--- config.mk ---
export PLATFORM = sky130hd
export DESIGN_NAME = grayscale_stream
export DESIGN_NICKNAME = d
export VERILOG_FILES = /design/src/rtl/grayscale_stream.sv
export SDC_FILE = /design/constraint.sdc
export NUM_CORES = 1
export LEC_CHECK = 0
export ABC_AREA = 1
export CORE_UTILIZATION = 40
export DETAILED_ROUTE_END_ITERATION = 8
export PLACE_DENSITY_LB_ADDON = 0.25
export SLEW_MARGIN = 0
export SYNTH_ARGS = -nofsm -noshare
export SYNTH_HDL_FRONTEND = slang
export SYNTH_SLANG_ARGS = --single-unit
--- constraint.sdc ---
create_clock -name I_CLK -period 14.5 [get_ports I_CLK]
set_clock_uncertainty 0.05 [all_clocks]
set_input_delay 4.35 -clock I_CLK [delete_from_list [all_inputs] [get_ports I_CLK]]
set_output_delay 4.35 -clock I_CLK [all_outputs]
set_load 0.05 [all_outputs]
--- src/rtl/grayscale_stream.sv ---
// grayscale_stream: three-stage valid/ready RGB-to-grayscale converter.
// Per-pixel mode select (luma, average, max, green), SOF/EOL sideband
// carried with each pixel, and a saturating per-frame output pixel counter.
// Optional build macro: GRAYSCALE_ROUNDING_EN (round-half-up for modes 0/1).
module grayscale_stream #(
    parameter int unsigned P_PIXEL_DEPTH    = 24,
    parameter int unsigned P_SUBPIXEL_DEPTH = P_PIXEL_DEPTH / 3,
    parameter int unsigned P_COUNT_WIDTH    = 20
) (
    input  logic                        I_CLK,
    input  logic                        I_RESET,
    input  logic [P_PIXEL_DEPTH-1:0]    I_PIXEL,
    input  logic [1:0]                  I_MODE,
    input  logic                        I_SOF,
    input  logic                        I_EOL,
    input  logic                        I_VALID,
    output logic                        O_READY,
    output logic [P_SUBPIXEL_DEPTH-1:0] O_PIXEL,
    output logic                        O_SOF,
    output logic                        O_EOL,
    output logic                        O_VALID,
    input  logic                        I_READY,
    output logic [P_COUNT_WIDTH-1:0]    O_PIXEL_COUNT
);

    localparam int unsigned SW    = P_SUBPIXEL_DEPTH;
    localparam int unsigned CW    = 8;
    localparam int unsigned PW    = SW + CW;
    localparam int unsigned SUMW  = SW + 10;
    localparam int unsigned FRAC  = 8;

`ifdef GRAYSCALE_ROUNDING_EN
    localparam logic [SUMW-1:0] ROUND = SUMW'(128);
`else
    localparam logic [SUMW-1:0] ROUND = '0;
`endif

    localparam logic [1:0] MODE_LUMA = 2'd0;
    localparam logic [1:0] MODE_AVG  = 2'd1;
    localparam logic [1:0] MODE_MAX  = 2'd2;

    // Handshake and stall control
    logic s3_load;
    logic s2_load;
    logic s1_load;
    logic out_xfer;

    // Stage 1 registers
    logic          s1_valid;
    logic [1:0]    s1_mode;
    logic          s1_sof;
    logic          s1_eol;
    logic [PW-1:0] s1_prod_r;
    logic [PW-1:0] s1_prod_g;
    logic [PW-1:0] s1_prod_b;
    logic [SW-1:0] s1_r;
    logic [SW-1:0] s1_g;
    logic [SW-1:0] s1_b;

    // Stage 2 registers
    logic            s2_valid;
    logic [1:0]      s2_mode;
    logic            s2_sof;
    logic            s2_eol;
    logic [SUMW-1:0] s2_sum;
    logic [SW-1:0]   s2_max;
    logic [SW-1:0]   s2_g;

    // Combinational datapath
    logic [SW-1:0]      in_r;
    logic [SW-1:0]      in_g;
    logic [SW-1:0]      in_b;
    logic [CW-1:0]      coef_r;
    logic [CW-1:0]      coef_g;
    logic [CW-1:0]      coef_b;
    logic [SUMW-1:0]    s1_sum;
    logic [SW-1:0]      s1_max;
    logic [SUMW-FRAC-1:0] sum_hi;
    logic [SW-1:0]      s3_result;
    logic               unused_sum_bits;

    assign in_r = I_PIXEL[3*SW-1 -: SW];
    assign in_g = I_PIXEL[2*SW-1 -: SW];
    assign in_b = I_PIXEL[SW-1:0];

    // Bubble-collapsing stall chain; ready path is combinational from I_READY
    assign s3_load  = ~O_VALID | I_READY;
    assign s2_load  = ~s2_valid | s3_load;
    assign s1_load  = ~s1_valid | s2_load;
    assign O_READY  = s1_load & ~I_RESET;
    assign out_xfer = O_VALID & I_READY;

    // Coefficient select for the weighted-sum modes
    always_comb begin
        coef_r = CW'(77);
        coef_g = CW'(150);
        coef_b = CW'(29);
        if (I_MODE == MODE_AVG) begin
            coef_r = CW'(85);
            coef_g = CW'(86);
            coef_b = CW'(85);
        end
    end

    // Weighted sum and channel max feeding stage 2
    always_comb begin
        s1_sum = SUMW'(s1_prod_r) + SUMW'(s1_prod_g) + SUMW'(s1_prod_b);
        if (s1_mode == MODE_LUMA || s1_mode == MODE_AVG) begin
            s1_sum = s1_sum + ROUND;
        end
        s1_max = s1_r;
        if (s1_g > s1_max) begin
            s1_max = s1_g;
        end
        if (s1_b > s1_max) begin
            s1_max = s1_b;
        end
    end

    // Final mode selection feeding the output stage
    assign sum_hi          = s2_sum[SUMW-1:FRAC];
    assign unused_sum_bits = ^{s2_sum[FRAC-1:0], sum_hi[SUMW-FRAC-1:SW]};

    always_comb begin
        s3_result = sum_hi[SW-1:0];
        if (s2_mode == MODE_MAX) begin
            s3_result = s2_max;
        end else if (s2_mode == 2'd3) begin
            s3_result = s2_g;
        end
    end

    // Stage 1: capture mode/sideband and channel x coefficient products
    always_ff @(posedge I_CLK or posedge I_RESET) begin
        if (I_RESET) begin
            s1_valid  <= 1'b0;
            s1_mode   <= '0;
            s1_sof    <= 1'b0;
            s1_eol    <= 1'b0;
            s1_prod_r <= '0;
            s1_prod_g <= '0;
            s1_prod_b <= '0;
            s1_r      <= '0;
            s1_g      <= '0;
            s1_b      <= '0;
        end else if (s1_load) begin
            s1_valid  <= I_VALID;
            s1_mode   <= I_MODE;
            s1_sof    <= I_SOF;
            s1_eol    <= I_EOL;
            s1_prod_r <= PW'(in_r) * PW'(coef_r);
            s1_prod_g <= PW'(in_g) * PW'(coef_g);
            s1_prod_b <= PW'(in_b) * PW'(coef_b);
            s1_r      <= in_r;
            s1_g      <= in_g;
            s1_b      <= in_b;
        end
    end

    // Stage 2: weighted sum, channel max and green passthrough
    always_ff @(posedge I_CLK or posedge I_RESET) begin
        if (I_RESET) begin
            s2_valid <= 1'b0;
            s2_mode  <= '0;
            s2_sof   <= 1'b0;
            s2_eol   <= 1'b0;
            s2_sum   <= '0;
            s2_max   <= '0;
            s2_g     <= '0;
        end else if (s2_load) begin
            s2_valid <= s1_valid;
            s2_mode  <= s1_mode;
            s2_sof   <= s1_sof;
            s2_eol   <= s1_eol;
            s2_sum   <= s1_sum;
            s2_max   <= s1_max;
            s2_g     <= s1_g;
        end
    end

    // Stage 3: output register, holds while downstream stalls
    always_ff @(posedge I_CLK or posedge I_RESET) begin
        if (I_RESET) begin
            O_VALID <= 1'b0;
            O_PIXEL <= '0;
            O_SOF   <= 1'b0;
            O_EOL   <= 1'b0;
        end else if (s3_load) begin
            O_VALID <= s2_valid;
            O_PIXEL <= s3_result;
            O_SOF   <= s2_sof;
            O_EOL   <= s2_eol;
        end
    end

    // Output pixel counter: restarts at 1 on SOF transfers, saturates at all-ones
    always_ff @(posedge I_CLK or posedge I_RESET) begin
        if (I_RESET) begin
            O_PIXEL_COUNT <= '0;
        end else if (out_xfer) begin
            if (O_SOF) begin
                O_PIXEL_COUNT <= P_COUNT_WIDTH'(1);
            end else if (~&O_PIXEL_COUNT) begin
                O_PIXEL_COUNT <= O_PIXEL_COUNT + P_COUNT_WIDTH'(1);
            end
        end
    end

endmodule

# Yosys cells after proc, flatten, opt, wreduce, memory -nomap -nowiden
# Cells that the tools add are included.
dict set report word_totals {
  latch_bits 0
  mem_count 0
  mem_bits_rw 0
  mem_bits_ro 0
  wordCells 54
  reg_bits 145
  out_inout_bits 32
}
dict set report op_classes {
  n_reduce_logical 2
  shift 0
  eq_ne 4
  muxes 9
  n_mul 3
  magnitude_cmp 2
  add_sub_neg 3
  div_mod_pow 0
  bitwise_logic 9
}
# cell n
set op_table {}
lappend op_table {{$mul 8x8->16} 3}
lappend op_table {{$mux 20} 2}
lappend op_table {{$mux 8} 5}
lappend op_table {{$add 16x16->16} 2}
lappend op_table {{$add 20x1->20 const B} 1}
lappend op_table {{$reduce_and 20->1} 1}
lappend op_table {{$gt 8x8->1} 2}
lappend op_table {{$mux 7} 1}
lappend op_table {{$mux 5} 1}
lappend op_table {{$eq 2x2->1 const B} 2}
lappend op_table {{$not 1->1} 4}
lappend op_table {{$or 1x1->1} 3}
lappend op_table {{$and 1x1->1} 2}
lappend op_table {{$eq 2x1->1 const B} 1}
lappend op_table {{$ne 2x2->1 const B} 1}
lappend op_table {{$reduce_and 2->1} 1}

# Depth between registers and ports, before layout
dict set report depth {
  ltp_word 5
  mapped_depth 25
  mapped_depth_nobuf 25
}

# Least setup slack after synthesis
# No wires, ideal clock.
dict set report synth_timing {
  path_type {input port to output port}
  start {input port I_RESET}
  end {output port O_READY}
  t_arrival_ns 7.602
  path_buffers 0
  cell_stages 3
  setup_slack_ns 2.498
  cell_sequence {inv_1 -> nand2_1 -> inv_1}
}
dict set report synth_via {
  elab_chain_len 2
}
# item line
set synth_lines {}
lappend synth_lines {{from (decl)} 11} ;# input logic I_RESET,
lappend synth_lines {{$not 1->1} 90} ;# assign O_READY = s1_load & ~I_RESET;
lappend synth_lines {{$and 1x1->1} 90}
lappend synth_lines {{to (decl)} 17} ;# output logic O_READY,
# No other way between the ends.

# Worst setup path after layout
dict set report layout_timing {
  start {input port I_READY}
  end {output port O_READY}
}
dict set report layout_via {
  elab_chain_len 4
}
# item line
set layout_lines {}
lappend layout_lines {{from (decl)} 22} ;# input logic I_READY,
lappend layout_lines {{$or 1x1->1} 87} ;# assign s3_load = ~O_VALID | I_READY;
lappend layout_lines {{$or 1x1->1} 88} ;# assign s2_load = ~s2_valid | s3_load;
lappend layout_lines {{$or 1x1->1} 89} ;# assign s1_load = ~s1_valid | s2_load;
lappend layout_lines {{$and 1x1->1} 90}
# No other way between the ends.

==> results.json <==
{
  "cts_hold_buf": 0,
  "ir_drop_uv": 150,
  "firstDrtPassIters": 5,
  "synth-seq-cells": 130,
  "drt_wl_total_um": 26600,
  "seqPwrFrac_pct": 23.5,
  "path_clk_slew_ps": 60,
  "critPathCaptureType": "output pin",
  "rsz0062_at_grt": "false",
  "setup_viol": 0,
  "min_period_ps": 11740,
  "syn_area_sq_um": 11400,
  "fin_nets": 1795,
  "grt_max_degree": 100,
  "power.leakage_nw": 6.83,
  "seq_area_frac_synth_pct": 28.6,
  "synth_warnings": 0,
  "final.setup.worst_slack_ps": 2760,
  "track_usage_pct": 19.5,
  "antenna_cells": 0,
  "die_height_um": 171,
  "grt_antenna_before_repair": 0,
  "syn2layout_area_growth_pct": 15.0,
  "power_density_nw_per_um2": 183,
  "clkPwrFrac_pct": 20.9,
  "fp.coreArea_sq_um": 27900,
  "crit_type": "input pin to output pin",
  "h-tree-depth": 4,
  "ant_nets": 0,
  "vias": 9418,
  "initial_core_util_pct": 40.8,
  "die_w_um": 171,
  "worstMarginPinSlew_ps": 841,
  "critPathRequiredTime_ps": 10100,
  "grt_pass1_vias": 8928,
  "p_switching_mw": 1.10,
  "fin_crit_sh_pct": 81.0,
  "sw_frac_of_total_pct": 46.0,
  "syn_inst": 1488,
  "final_cell_area_sq_um": 13100,
  "dp_hpwl_um": 21200,
  "min-delay-path-class": "register to register",
  "relSlewSlack_pct": 43.9,
  "place_area_sq_um": 12400,
  "gp_congestion": 0.861,
  "rows": 61,
  "critPathMaxFanout": 41,
  "crit_path_start_kind": "input pin",
  "cts_tree": "yes",
  "io_buffers": 63,
  "viasPerCell": 4.85,
  "worstPathArrival_ps": 7340,
  "cts_resized": 0,
  "dieArea_sq_um": 29100,
  "io_pins": 64,
  "drtIter0Drc": 587,
  "cts_setup_buffers": 0,
  "clk_latency_ps": 430,
  "dpl_worst_slack_ps": 2730,
  "setup_tns_ps": 0,
  "drive_gt1_share_pct": 3.39,
  "final_hold_viol_count": 0,
  "cap_violations": 0,
  "wire_per_inst_um": 13.7,
  "status": "finished clean",
  "slew_viol_final": 0,
  "ys_types": 40,
  "intPower_mw": 1.30,
  "grt_overflow": 0,
  "combPwrFrac_pct": 55.6,
  "grt_first_pass_wirelength_um": 44500,
  "cts_root_buffer": "clkbuf_16",
  "cts.sink_count": 130,
  "cts_max_path_buffers": 2,
  "avgSynthCellArea_sq_um": 7.64,
  "remaining_drc_errors": 0,
  "numCtsBuffers": 17,
  "fmaxAchievable_mhz": 85.2
}
[Yosys cell counts]
master	number	share of area, %
nor3b_1	1	0.066
buf_6	1	0.099
inv_2	4	0.13
nor2_1	125	4.1
xnor2_1	15	1.2
ha_1	154	17
o21ai_2	2	0.15
dfrtp_1	130	29
a21o_1	3	0.20
fa_1	58	10
a31oi_1	6	0.33
inv_1	240	7.9
and2_1	8	0.44
a41oi_1	2	0.15
clkbuf_2	1	0.044
xor2_1	17	1.3
a221oi_1	5	0.39
nor3_2	1	0.088
nand2_1	408	13
buf_2	11	0.48
nand2_4	1	0.099
buf_4	4	0.26
nor2_8	2	0.35
nand3b_1	1	0.066
or2_2	3	0.17
nand3_1	102	4.5
clkbuf_1	11	0.36
nand4_1	14	0.77
clkinv_1	2	0.066
a21oi_1	41	1.8
o21ai_0	97	4.3
o21bai_1	3	0.20
o22ai_1	1	0.055
nand2_2	1	0.055
o21a_1	2	0.13
nor4_1	1	0.055
nor2_4	1	0.099
nor3_1	3	0.13
o21ai_1	4	0.18
conb_1	2	0.066
[placed cells by master (no fill, tap or decap), types with 6 or more instances in the layout]
cell	Yosys	layout
fa_1	58	58
dfrtp_1	130	130
nor2_1	125	124
clkdlybuf4s50_1	0	63
and2_1	8	8
xor2_1	17	17
a21oi_1	41	41
conb_1	2	7
nand3_1	102	102
ha_1	154	154
xnor2_1	15	15
nand4_1	14	14
inv_1	240	239
nand2_1	408	408
o21ai_0	97	97
clkbuf_16	0	17
a31oi_1	6	6
bufinv_16	0	6
[per-layer routing]
metal  GRT usage, %  vias up  wire length, um
li1               -     4842                -
met1           26.9     4419            13300
met2           32.0      133            12300
met3           2.27       24              660
met4           5.41        0              397
met5              0        -                0
[metrics by stage]
stage	utilization [%]	hold slack [ps]	power, mW	instances
after floorplan	-	392	1.54	1493
after global placement	44.5	407	1.87	1910
after detailed placement	44.5	410	1.89	1910
after CTS	46.9	425	2.40	1942
after global routing	46.9	461	2.64	1942
final	46.9	427	2.40	1942
[power groups by stage]
stage | logic (mW) | registers [mW] | clock network [mW]
global placement | 1.30 | 0.570 | 0
detailed placement | 1.32 | 0.571 | 0
global route | 1.54 | 0.576 | 0.525
floorplan | 0.958 | 0.586 | 0
finish | 1.34 | 0.563 | 0.501
CTS | 1.33 | 0.566 | 0.507
[critical path, stage by stage]
cell	delay, ps
clkdlybuf4s50_1	520
nor2_4	100
inv_2	170
nor2_8	110
inv_2	440
nor2_8	30
inv_2	570
nand2_1	150
inv_1	80
clkdlybuf4s50_1	790
[area by class of cell]
cell class	count	area, sq um
clock buffer	18	439
clock inverter	14	249
fill	2739	14800
inverter	246	928
multi-input combinational	1089	7070
sequential	130	3250
tap	378	473
timing repair buffer	67	661
[cells by family after synthesis]
family,synth area share [%]
DFF,28.6
and+or+nand+nor,24.5
other,0.0660
adders and majority gates,27.2
xor gates and xnor gates,2.46
buffers and inverters,9.37
AOI/OAI and AO/OA,7.86
[worst paths after layout]
check | start | endpoint | slack [ps] | cells after the start
worst max-delay path | I_READY | O_READY | 2760 | 10
worst min-delay path | s1_mode[0]$_DFFE_PP0N_ | s2_mode[0]$_DFFE_PP0P_ | 430 | 2
worst max register to register | s1_g[7]$_DFFE_PP0N_ | s2_max[0]$_DFFE_PP0P_ | 10870 | 15
worst min register to register | s1_mode[0]$_DFFE_PP0N_ | s2_mode[0]$_DFFE_PP0P_ | 430 | 2
max in group asynchronous | I_RESET | s1_prod_g[2]$_DFFE_PP0N_ | 8830 | 3
min in group asynchronous | I_RESET | O_PIXEL_COUNT[15]$_DFFE_PP0P_ | 4350 | 2
[sequential cells by signal, summed over array words and instances (netlist names), 13 cells and up]
name	count
O_PIXEL_COUNT	20
s1_prod_g	15
s1_prod_b	16
s1_prod_r	13
Power figures use the tool's default switching activity.
